<file path="src/rtl/fpga_cmd_pkg.sv">
// Shared command, major-mode and sequencer-state definitions for the FPGA
// command path.
package fpga_cmd_pkg;

   localparam logic [3:0] CMD_SET_CONFREG = 4'b0001;
   localparam logic [3:0] CMD_SET_DIVISOR = 4'b0010;

   typedef enum logic [2:0] {
      MODE_LF_READ    = 3'b000,
      MODE_LF_EDGE    = 3'b001,
      MODE_HF_READER  = 3'b010,
      MODE_HF_SIM     = 3'b011,
      MODE_HF_ISO14A  = 3'b100,
      MODE_HF_SNOOP   = 3'b101,
      MODE_HF_TRACE   = 3'b110,
      MODE_OFF        = 3'b111
   } majorMode_t;

   typedef enum logic [1:0] {
      ST_IDLE,
      ST_QUIESCE,
      ST_APPLY
   } seqState_t;

endpackage

</file>
<file path="src/rtl/spi_cmd_rx.sv">
// SPI slave front end: synchronises spck/ncs/mosi into ck_1356meg, assembles
// one frame per chip-select window and flags whether it had the right length.
module spi_cmd_rx #(
   parameter int CMD_BITS = 16
) (
   input  logic        ck_1356meg,
   input  logic        nreset,
   input  logic        spck,
   input  logic        mosi,
   input  logic        ncs,
   output logic        frame_valid,
   output logic        frame_bad,
   output logic [15:0] frame
);

   localparam int CW = $clog2(CMD_BITS + 2);
   localparam logic [CW-1:0] CNT_FULL = CW'(CMD_BITS);
   localparam logic [CW-1:0] CNT_MAX  = CW'(CMD_BITS + 1);

   logic [1:0]    r_spckSync;
   logic [1:0]    r_ncsSync;
   logic [1:0]    r_mosiSync;
   logic          r_spckPrev;
   logic          r_ncsPrev;
   logic [15:0]   r_shift;
   logic [CW-1:0] r_bitCnt;

   logic w_spckRise;
   logic w_ncsRise;
   logic w_ncsFall;

   assign w_spckRise = r_spckSync[1] & ~r_spckPrev;
   assign w_ncsRise  = r_ncsSync[1] & ~r_ncsPrev;
   assign w_ncsFall  = ~r_ncsSync[1] & r_ncsPrev;

   // ncs synchronisers reset to the idle-high level so reset release never
   // looks like the end of a frame.
   always_ff @(posedge ck_1356meg or negedge nreset) begin
      if (!nreset) begin
         r_spckSync <= 2'b00;
         r_ncsSync  <= 2'b11;
         r_mosiSync <= 2'b00;
         r_spckPrev <= 1'b0;
         r_ncsPrev  <= 1'b1;
         r_shift    <= '0;
         r_bitCnt   <= '0;
      end else begin
         r_spckSync <= {r_spckSync[0], spck};
         r_ncsSync  <= {r_ncsSync[0], ncs};
         r_mosiSync <= {r_mosiSync[0], mosi};
         r_spckPrev <= r_spckSync[1];
         r_ncsPrev  <= r_ncsSync[1];
         if (w_ncsFall) begin
            r_bitCnt <= '0;
         end else if (!r_ncsSync[1] && w_spckRise) begin
            r_shift <= {r_shift[14:0], r_mosiSync[1]};
            if (r_bitCnt != CNT_MAX) r_bitCnt <= r_bitCnt + 1'b1;
         end
      end
   end

   assign frame_valid = w_ncsRise & (r_bitCnt == CNT_FULL);
   assign frame_bad   = w_ncsRise & (r_bitCnt != CNT_FULL);
   assign frame       = r_shift;

endmodule

</file>
<file path="src/rtl/hf_mode_sequencer.sv">
// ARM command decoder and glitch-free major-mode sequencer: every mode change
// parks the output muxes in OFF_MODE for a guard interval before handing over.
module hf_mode_sequencer
   import fpga_cmd_pkg::*;
#(
   parameter int         GUARD_CYCLES = 64,
   parameter int         CMD_BITS     = 16,
   parameter logic [2:0] OFF_MODE     = MODE_OFF
) (
   input  logic       ck_1356meg,
   input  logic       nreset,
   input  logic       spck,
   input  logic       mosi,
   input  logic       ncs,
   output logic [2:0] major_mode,
   output logic [4:0] conf_sub,
   output logic [7:0] divisor,
   output logic       switching,
   output logic       cmd_err
);

   localparam int GW = $clog2(GUARD_CYCLES);
   localparam logic [GW-1:0] GUARD_LOAD = GW'(GUARD_CYCLES - 1);

   logic        w_frameValid;
   logic        w_frameBad;
   logic [15:0] w_frame;
   logic [3:0]  w_opcode;
   logic [7:0]  w_payload;
   logic        w_isConf;
   logic        w_isDiv;
   logic        w_isErr;
   logic        w_unusedBits;

   seqState_t   r_state;
   logic [7:0]  r_pend;
   logic [GW-1:0] r_guardCnt;

   spi_cmd_rx #(
      .CMD_BITS (CMD_BITS)
   ) u_rx (
      .ck_1356meg  (ck_1356meg),
      .nreset      (nreset),
      .spck        (spck),
      .mosi        (mosi),
      .ncs         (ncs),
      .frame_valid (w_frameValid),
      .frame_bad   (w_frameBad),
      .frame       (w_frame)
   );

   assign w_opcode     = w_frame[15:12];
   assign w_payload    = w_frame[7:0];
   assign w_unusedBits = ^w_frame[11:8];
   assign w_isConf     = w_frameValid & (w_opcode == CMD_SET_CONFREG);
   assign w_isDiv      = w_frameValid & (w_opcode == CMD_SET_DIVISOR);
   assign w_isErr      = w_frameBad | (w_frameValid & ~w_isConf & ~w_isDiv);

   // A CONFREG seen while switching (including the APPLY cycle) restarts the
   // guard with the newest target, so outputs never leave OFF in between.
   always_ff @(posedge ck_1356meg or negedge nreset) begin
      if (!nreset) begin
         r_state    <= ST_IDLE;
         r_pend     <= '0;
         r_guardCnt <= '0;
         major_mode <= OFF_MODE;
         conf_sub   <= '0;
         divisor    <= '0;
         switching  <= 1'b0;
         cmd_err    <= 1'b0;
      end else begin
         cmd_err <= w_isErr;
         if (w_isDiv) divisor <= w_payload;
         case (r_state)
            ST_IDLE: begin
               if (w_isConf) begin
                  if (w_payload[7:5] == major_mode) begin
                     conf_sub <= w_payload[4:0];
                  end else begin
                     r_pend     <= w_payload;
                     major_mode <= OFF_MODE;
                     r_guardCnt <= GUARD_LOAD;
                     switching  <= 1'b1;
                     r_state    <= ST_QUIESCE;
                  end
               end
            end
            ST_QUIESCE: begin
               if (w_isConf) begin
                  r_pend     <= w_payload;
                  r_guardCnt <= GUARD_LOAD;
               end else if (r_guardCnt == '0) begin
                  r_state <= ST_APPLY;
               end else begin
                  r_guardCnt <= r_guardCnt - 1'b1;
               end
            end
            ST_APPLY: begin
               if (w_isConf) begin
                  r_pend     <= w_payload;
                  r_guardCnt <= GUARD_LOAD;
                  r_state    <= ST_QUIESCE;
               end else begin
                  major_mode <= r_pend[7:5];
                  conf_sub   <= r_pend[4:0];
                  switching  <= 1'b0;
                  r_state    <= ST_IDLE;
               end
            end
            default: r_state <= ST_IDLE;
         endcase
      end
   end

endmodule

</file>
<file path="config.mk">
export PLATFORM = sky130hd
export DESIGN_NAME = hf_mode_sequencer
export DESIGN_NICKNAME = d
export VERILOG_FILES = /design/src/rtl/fpga_cmd_pkg.sv /design/src/rtl/spi_cmd_rx.sv /design/src/rtl/hf_mode_sequencer.sv
export SDC_FILE = /design/constraint.sdc
export NUM_CORES = 1
export LEC_CHECK = 0
export ABC_AREA = 1
export CAP_MARGIN = 25
export CORE_MARGIN = 1.5
export CORE_UTILIZATION = 57
export DETAILED_ROUTE_END_ITERATION = 8
export MAX_ROUTING_LAYER = met4
export PLACE_DENSITY_LB_ADDON = 0.1
export SETUP_SLACK_MARGIN = 0.05
export SKIP_CTS_REPAIR_TIMING = 1
export SYNTH_ARGS = -nofsm -noshare
export SYNTH_HDL_FRONTEND = slang
export SYNTH_SLANG_ARGS = --single-unit
export TNS_END_PERCENT = 30
</file>
<file path="constraint.sdc">
create_clock -name ck_1356meg -period 2.4 [get_ports ck_1356meg]
set_clock_uncertainty 0.1 [all_clocks]
set_input_delay 0.24 -clock ck_1356meg [delete_from_list [all_inputs] [get_ports ck_1356meg]]
set_output_delay 0.24 -clock ck_1356meg [all_outputs]
set_load 0.01 [all_outputs]
</file>
==> results of run 1 <==
Yosys cell counts:
master / count / area share (%)
nand3_4: 1 / 0.60
nor2_2: 3 / 0.64
nor2_1: 15 / 1.9
nand3_1: 13 / 2.2
nor2_4: 4 / 1.5
and3_1: 1 / 0.21
a21oi_1: 9 / 1.5
dfstp_2: 6 / 5.4
nand2_1: 91 / 12
nand2_2: 5 / 1.1
nand3_2: 1 / 0.34
dfrtp_1: 57 / 49
o21ai_0: 34 / 5.8
clkbuf_1: 4 / 0.51
mux2_2: 4 / 1.5
o21ai_1: 2 / 0.34
nand4_1: 3 / 0.64
nor3b_2: 1 / 0.43
buf_12: 1 / 0.68
o21ai_2: 8 / 2.4
o211ai_4: 1 / 0.72
xnor2_1: 1 / 0.30
ha_1: 9 / 3.8
xor2_1: 2 / 0.60
nor3b_1: 1 / 0.26
a31o_2: 1 / 0.30
inv_1: 30 / 3.8
nand2_4: 1 / 0.38
nor3_1: 8 / 1.4
inv_2: 2 / 0.26
buf_2: 1 / 0.17
worst reg2reg max path, delay by kind of cell, from the launching register on:
kind / cells / cell delay [ps]
AOI/OAI and AO/OA: 3 / 450
buffers and inverters: 3 / 280
adders and majority gates: 1 / 280
DFF: 1 / 420
and+or+nand+nor: 3 / 330
cell type report:
class	count	area, um^2
clock buffer	11	141
clock inverter	5	57.6
fill	352	1420
inverter	32	120
multi-input combinational	219	1190
sequential	63	1580
tap	67	83.8
timing repair buffer	25	253
report_power, final:
| group | total [W] | internal [W] | switching [W] |
|---|---|---|---|
| Clock | 0.000915 | 0.000506 | 0.000410 |
| Sequential | 0.00114 | 0.00111 | 0.0000244 |
| Combinational | 0.000177 | 0.0000529 | 0.000124 |
layer usage:
metal / vias up / share of wire, % / global-route usage [%]
met5: - / 0 / -
met4: 0 / 1.8 / 10.1
met3: 10 / 3.1 / 5.62
met2: 25 / 45 / 33.2
met1: 1023 / 50 / 27.6
li1: 1089 / - / -
metrics by stage:
stage	power (W)	setup WS (ps)	util, %	std cells	hold WS (ps)
CTS	0.00225	452	70.6	421	-195
detailed placement	0.00133	483	66.5	405	173
finish	0.00223	471	70.8	422	229
floorplan	0.00127	684	-	320	-156
global placement	0.00133	558	66.5	405	166
global route	0.00233	238	70.8	422	208
worst min-delay path by stage:
stage / end / slack, ps / cells after the start
after global routing: u_rx.r_ncsSync[0] / 210 / 1
after floorplan: cmd_err / -160 / 0
final: u_rx.r_ncsSync[0] / 230 / 1
after global placement: u_rx.r_spckPrev / 170 / 1
after CTS: u_rx.r_spckPrev / -190 / 1
after detailed placement: u_rx.r_spckPrev / 170 / 1
kinds of logic after synthesis:
kind of cell	Yosys count	share of synthesized area (%)
fa+ha+maj	9	3.84
simple gates	148	23.2
compound gates	55	11.1
flops	63	54.0
xor+xnor	3	0.895
buf+inv	38	5.46
mux	4	1.53
sequential cells by signal (all words and copies together), names as in the netlist:
register / cells
cmd_err: 1
u_rx.r_ncsPrev: 1
u_rx.r_mosiSync: 2
u_rx.frame: 16
r_pend: 8
u_rx.r_spckPrev: 1
r_state: 2
u_rx.r_bitCnt: 5
r_guardCnt: 6
conf_sub: 5
switching: 1
u_rx.r_ncsSync: 2
divisor: 8
major_mode: 3
u_rx.r_spckSync: 2
placed cells by master (no fill, tap or decap), drive strengths merged:
master / netlist / routed
mux2: 4 / 4
nand3: 15 / 15
ha: 9 / 9
a21oi: 9 / 9
and3: 1 / 1
inv: 32 / 32
bufinv: 0 / 1
xor2: 2 / 2
nand2: 97 / 97
nand4: 3 / 3
clkdlybuf4s50: 0 / 21
xnor2: 1 / 1
clkinvlp: 0 / 3
o21ai: 44 / 44
clkinv: 0 / 1
dfstp: 6 / 6
buf: 2 / 3
dlygate4sd3: 0 / 1
o211ai: 1 / 1
nor3: 8 / 8
nor3b: 2 / 2
dfrtp: 57 / 57
clkbuf: 4 / 11
a31o: 1 / 1
nor2: 22 / 22
==> out/results.ini, run 1 <==
[detailed_routing]
wl_per_cell_um = 12.3
drc = 0
vias = 2147
drt_first_pass_iters = 4
ant_nets = 0
wirelength_mm = 5.19
drt_iter0_markers = 146
vias_per_cell = 5.09

[layout]
n_antenna_cell = 0
drive_gt1_share_pct = 15.8
nets = 364
area_delta_synth_final_pct = 16.9
post-route-cell-area_um2 = 3430

[sta]
rsz0062_at_grt = false
final-max-slew-violation-count = 0
finalSetupTns_ps = 0
slew_headroom_pct = 62.3
clock.fmax_mhz = 518
worst_slew_pin_slew_ps = 562
finalHoldViolations = 0
fin_crit_sh_pct = 80.4
final-setup-viol-count = 0
period_needed_ps = 1930

[worst_setup_path]
critical_path.slowest_cell = dfrtp_1
path_depth = 10
crit_start = r_state[1]
crit_buf_inv = 3
timing.rr.end = r_pend[4]
path_class = register to register
cp_data_arrival_time_ps = 2090
reg2reg_slack_ps = 470
slowest_delay_ps = 420
r2r-start = r_state[1]
crit_path_end = r_pend[4]
required_ps = 2570
cp_top_family = compound AO/OA/AOI/OAI gates
cp-end-kind = register
worstPathMaxFanout = 16
cp_cell_sequence = inv_1 -> ha_1 -> inv_1 -> a21oi_1 -> nand2_1 -> nor2_4 -> inv_2 -> o211ai_4 -> nand2_1 -> o21ai_2
critPathLaunchType = register
reg2regPathDepth = 10

[global_route]
antenna_found_initial = 0
first_global_vias = 2001
track_usage_pct = 21.9
grt_pass1_wl_mm = 8.68
grt_max_degree = 41
overflow = 0

[logic_synthesis]
synth_area_per_cell_um2 = 9.17
syn_inst = 320
ys_seq_elements = 63
yosysSeqAreaShare_pct = 54.0
syn-num-nets = 334
ys_warn_count = 0
netlist_area_um2 = 2940
synth.distinct_cells = 31

[pwr]
ir_worst_vdd_mv = 0.670
powerDensity_nw_per_um2 = 650
p_leak_nw = 1.62

[place]
place_area_um2 = 3220
finalWeightedCongestion = 0.890
dp_hpwl_mm = 3.65
port_buffers = 22

[floorplan]
start_util_pct = 60.5
fp.dieW_um = 74.8
num_rows = 25
die_area_um2 = 5590
die_h_um = 74.8
ios = 23
core_um2 = 4850

[clocking]
clock_latency_ps = 340
ctsLongestPathBuffers = 2
path_clk_slew_ps = 70
h-tree-depth = 3
clock_sinks = 63
cts_made_buffers = 9
clockRootBuffer = clkbuf_8
cts_tree = done

[flow_run]
drv_cap = 0

[hold_path]
hold_path.class = input port to register
hp-start = ncs

[run_status]
status = completed

Power figures use the tool's default switching activity.
==> run 2, diff against run 1 <==
==> constraint.sdc (replaced) <==
create_clock -name ck_1356meg -period 1.9 [get_ports ck_1356meg]
set_clock_uncertainty 0.1 [all_clocks]
set_input_delay 0.19 -clock ck_1356meg [delete_from_list [all_inputs] [get_ports ck_1356meg]]
set_output_delay 0.19 -clock ck_1356meg [all_outputs]
set_load 0.01 [all_outputs]
==> out/results.ini, run 2 (synthesis results as in run 1) <==
[place]
placed_cells = 409
place_area_um2 = 3250
dp_worst_setup_slack_ps = 58.1
port_buffers = 22
dp_hpwl_mm = 3.61
finalWeightedCongestion = 0.860

[layout]
drive_gt1_share_pct = 21.4
n_fill_cell = 360
final_common_cell = nand2_1
largest_register_ffs = 16
multi_input_area_um2 = 1280
fin_cells = 432
nets = 374
area_delta_synth_final_pct = 21.5
n_antenna_cell = 0
register_area_um2 = 1580
layout_common_cells = 87 x nand2_1, 57 x dfrtp_1, 33 x o21ai_0
post-route-cell-area_um2 = 3570

[detailed_routing]
wl_per_cell_um = 12.6
dr_wl_met2_mm = 2.60
ant_nets = 0
vias_per_cell = 5.10
met3_wirelength_um = 185
drc = 0
drt_first_pass_iters = 4
top_layer = met4
drt_iter0_markers = 61
met1_length_mm = 2.53
vias = 2204
wirelength_mm = 5.46

[global_route]
grt_pass1_wl_mm = 8.80
antenna_found_initial = 0
first_global_vias = 2021
grt_max_degree = 64
track_usage_pct = 21.9
overflow = 0

[pwr]
power_frac_seq_pct = 53.2
switching_power_w = 0.000681
p_clk_share_pct = 37.7
p_leak_nw = 1.64
p_sw_share_pct = 25.2
powerDensity_nw_per_um2 = 757
total_power_w = 0.00270
power.internal_w = 0.00202
ir_worst_vdd_mv = 0.646
p_comb_share_pct = 9.1

[floorplan]
num_rows = 25
core_um2 = 4850
fp.dieW_um = 74.8
start_util_pct = 60.5
die_h_um = 74.8
die_area_um2 = 5590
ios = 23

[clocking]
clock_latency_ps = 340
cts_tree = done
clock_sinks = 63
clockRootBuffer = clkbuf_8
path_clk_slew_ps = 70
h-tree-depth = 3
ctsLongestPathBuffers = 2
cts_made_buffers = 9

[sta]
worst_slew_pin_slew_ps = 404
final-setup-viol-count = 0
rsz0062_at_grt = true
fin_crit_sh_pct = 93.8
finalHoldViolations = 0
clock.fmax_mhz = 561
fin_ws_ps = 119
slew_headroom_pct = 72.9
period_needed_ps = 1780
final-max-slew-violation-count = 0

[run_status]
status = completed

[worst_setup_path]
cp_data_arrival_time_ps = 1940
required_ps = 2060
cp_top_family = flip-flops
slowest_delay_ps = 430
critical_path.slowest_cell = dfrtp_1
crit_buf_inv = 3
reg2reg_slack_ps = 120
crit_top_cell = inv_2
cp_cell_sequence = inv_2 -> ha_4 -> inv_2 -> a21oi_2 -> nand2_2 -> nor2_4 -> clkinv_4 -> o211ai_4 -> nand2_1 -> o21ai_2
path_class = register to register
cp-end-kind = register
worstPathMaxFanout = 8
critPathLaunchType = register

[hold_path]
hold_path.class = input port to register

[flow_run]
drv_cap = 0

==> run 2: through the flow <==
stage               setup TNS, ps  utilization, %  hold slack [ps]
floorplan                       0               -             -206
global placement                0            67.1              124
detailed placement              0            67.1              123
CTS                             0            70.7             -241
global route                -25.6            73.5              159
finish                          0            73.5              158
==> run 2: power groups by stage <==
stage / Combinational, W / Sequential [W] / Clock [W]
after floorplan: 0.000147 / 0.00145 / 0
after global placement: 0.000221 / 0.00146 / 0
after detailed placement: 0.000223 / 0.00146 / 0
after CTS: 0.000226 / 0.00144 / 0.00104
after global routing: 0.000280 / 0.00144 / 0.00110
final: 0.000244 / 0.00144 / 0.00102
==> run 2: routing by layer <==
metal	vias up	GRT usage, %
met4	0	10.7
met1	1032	26.9
met2	34	33.7
li1	1125	-
met3	13	5.49
met5	-	-
==> run 2: layout make-up <==
| class | instances | share of cell area [%] |
|---|---|---|
| sequential | 63 | 44.4 |
| timing repair buffer | 34 | 8.98 |
| clock buffer | 13 | 4.46 |
| clock inverter | 3 | 0.491 |
| tap | 67 | 2.35 |
| inverter | 32 | 3.51 |
| multi-input combinational | 220 | 35.8 |
==> run 2: worst register-to-register path, stage by stage (launching register included) <==
cell and delay (ps):
dfrtp_1 430, inv_2 100, ha_4 140, inv_2 50, a21oi_2 110, nand2_2 80, nor2_4 200, clkinv_4 140
o211ai_4 180, nand2_1 120, o21ai_2 60
==> run 2: worst paths after layout <==
path                                    start  depth (start not counted)            endpoint
hold / removal                            ncs                          1   u_rx.r_ncsSync[0]
hold reg to reg            u_rx.r_spckSync[0]                          0  u_rx.r_spckSync[1]
max in group asynchronous              nreset                          3       major_mode[2]
min in group asynchronous              nreset                          3     u_rx.r_spckPrev
setup / recovery                   r_state[0]                         10           r_pend[4]
setup reg to reg                   r_state[0]                         10           r_pend[4]
==> run 3, diff against run 2 <==
--- a/config.mk
+++ b/config.mk
@@ -7,8 +7,10 @@
 export LEC_CHECK = 0
 export ABC_AREA = 1
 export CAP_MARGIN = 25
+export CELL_PAD_IN_SITES_DETAIL_PLACEMENT = 0
+export CELL_PAD_IN_SITES_GLOBAL_PLACEMENT = 1
 export CORE_MARGIN = 1.5
-export CORE_UTILIZATION = 57
+export CORE_UTILIZATION = 44
 export DETAILED_ROUTE_END_ITERATION = 8
 export MAX_ROUTING_LAYER = met4
 export PLACE_DENSITY_LB_ADDON = 0.1
==> out/results.ini, run 3 (synthesis results as in run 1) <==
[run_status]
status = completed

[worst_setup_path]
critPathLaunchType = register
cp-end-kind = register
worstPathMaxFanout = 7
required_ps = 2080
cp_data_arrival_time_ps = 1930
path_class = register to register

[flow_run]
drv_cap = 0

[place]
dp_hpwl_mm = 3.77
port_buffers = 22
placed_cells = 421
dp_worst_setup_slack_ps = 44.4
place_area_um2 = 3280
finalWeightedCongestion = 0.801

[clocking]
path_clk_slew_ps = 70
cts_tree = done
clock_latency_ps = 340
h-tree-depth = 3
ctsLongestPathBuffers = 2
cts_made_buffers = 9
clockRootBuffer = clkbuf_8
clock_sinks = 63

[sta]
final-max-slew-violation-count = 0
fin_ws_ps = 146
clock.fmax_mhz = 570
finalHoldViolations = 0
slew_headroom_pct = 72.5
final-setup-viol-count = 0
fin_crit_sh_pct = 92.3
rsz0062_at_grt = true
period_needed_ps = 1750
worst_slew_pin_slew_ps = 411

[detailed_routing]
drt_first_pass_iters = 5
drc = 0
ant_nets = 0
vias = 2192
wl_per_cell_um = 13.2
drt_iter0_markers = 68
vias_per_cell = 4.90
wirelength_mm = 5.91

[layout]
nets = 379
n_antenna_cell = 0
area_delta_synth_final_pct = 23.8
final_common_cell = nand2_1
post-route-cell-area_um2 = 3630
fin_cells = 447
layout_common_cells = 86 x nand2_1, 57 x dfrtp_1, 33 x o21ai_0
drive_gt1_share_pct = 23.2
largest_register_ffs = 16

[floorplan]
start_util_pct = 46.0
core_um2 = 6390
fp.dieW_um = 84.7
die_area_um2 = 7170
ios = 23
die_h_um = 84.7
num_rows = 29

[pwr]
powerDensity_nw_per_um2 = 786
ir_worst_vdd_mv = 0.481
p_leak_nw = 1.69

[global_route]
overflow = 0
track_usage_pct = 17.8
antenna_found_initial = 0
grt_max_degree = 64
grt_pass1_wl_mm = 9.64
first_global_vias = 2026

[hold_path]
hold_path.class = input port to register

==> run 3: final timing paths <==
path	endpoint	slack, ps	depth (start not counted)	startpoint
hold / removal	u_rx.r_ncsSync[0]	160	1	ncs
max in group asynchronous	major_mode[2]	1080	3	nreset
min in group asynchronous	r_state[1]	290	3	nreset
setup / recovery	r_guardCnt[4]	150	10	u_rx.r_bitCnt[1]
hold reg to reg	u_rx.r_spckSync[1]	250	0	u_rx.r_spckSync[0]
setup reg to reg	r_guardCnt[4]	150	10	u_rx.r_bitCnt[1]
==> run 3: critical path, stage by stage, from the launching register on <==
cell	delay [ps]
dfrtp_1	410
inv_2	70
ha_1	130
nand2_1	80
nor2_4	160
nand3_4	160
nand2_4	120
nand2_4	90
nor2_4	210
nand3_1	100
nand2_1	70
==> run 3: layout make-up <==
type,count,area [um^2]
Multi-Input combinational cell,220,1270
Clock buffer,10,128
Clock inverter,6,71.3
Sequential cell,63,1580
Tap cell,77,96.3
Inverter,32,123
Timing Repair Buffer,39,358
Fill cell,589,2750
==> run 3: stage by stage <==
stage,setup TNS (ps),total power [W],hold slack [ps],util (%)
after global routing,-14.5,0.00299,137,56.9
after global placement,0,0.00169,131,51.4
final,0,0.00286,159,56.9
after detailed placement,0,0.00169,132,51.4
after floorplan,0,0.00160,-206,-
after CTS,0,0.00285,-237,54.5
==> run 3: where the power goes <==
part	switching [W]	leakage, nW	internal, W
Clock	0.000545	0.0927	0.000612
Sequential	0.0000305	0.833	0.00140
Combinational	0.000178	0.763	0.0000854
Total	0.000753	1.69	0.00210
==> run 3: metal layers <==
metal,GRT usage [%],vias up,wire length (um)
met5,-,-,0
met2,27.2,25,2860
met1,22.7,1034,2800
met3,6.19,6,180
met4,4.40,0,63
li1,-,1127,-
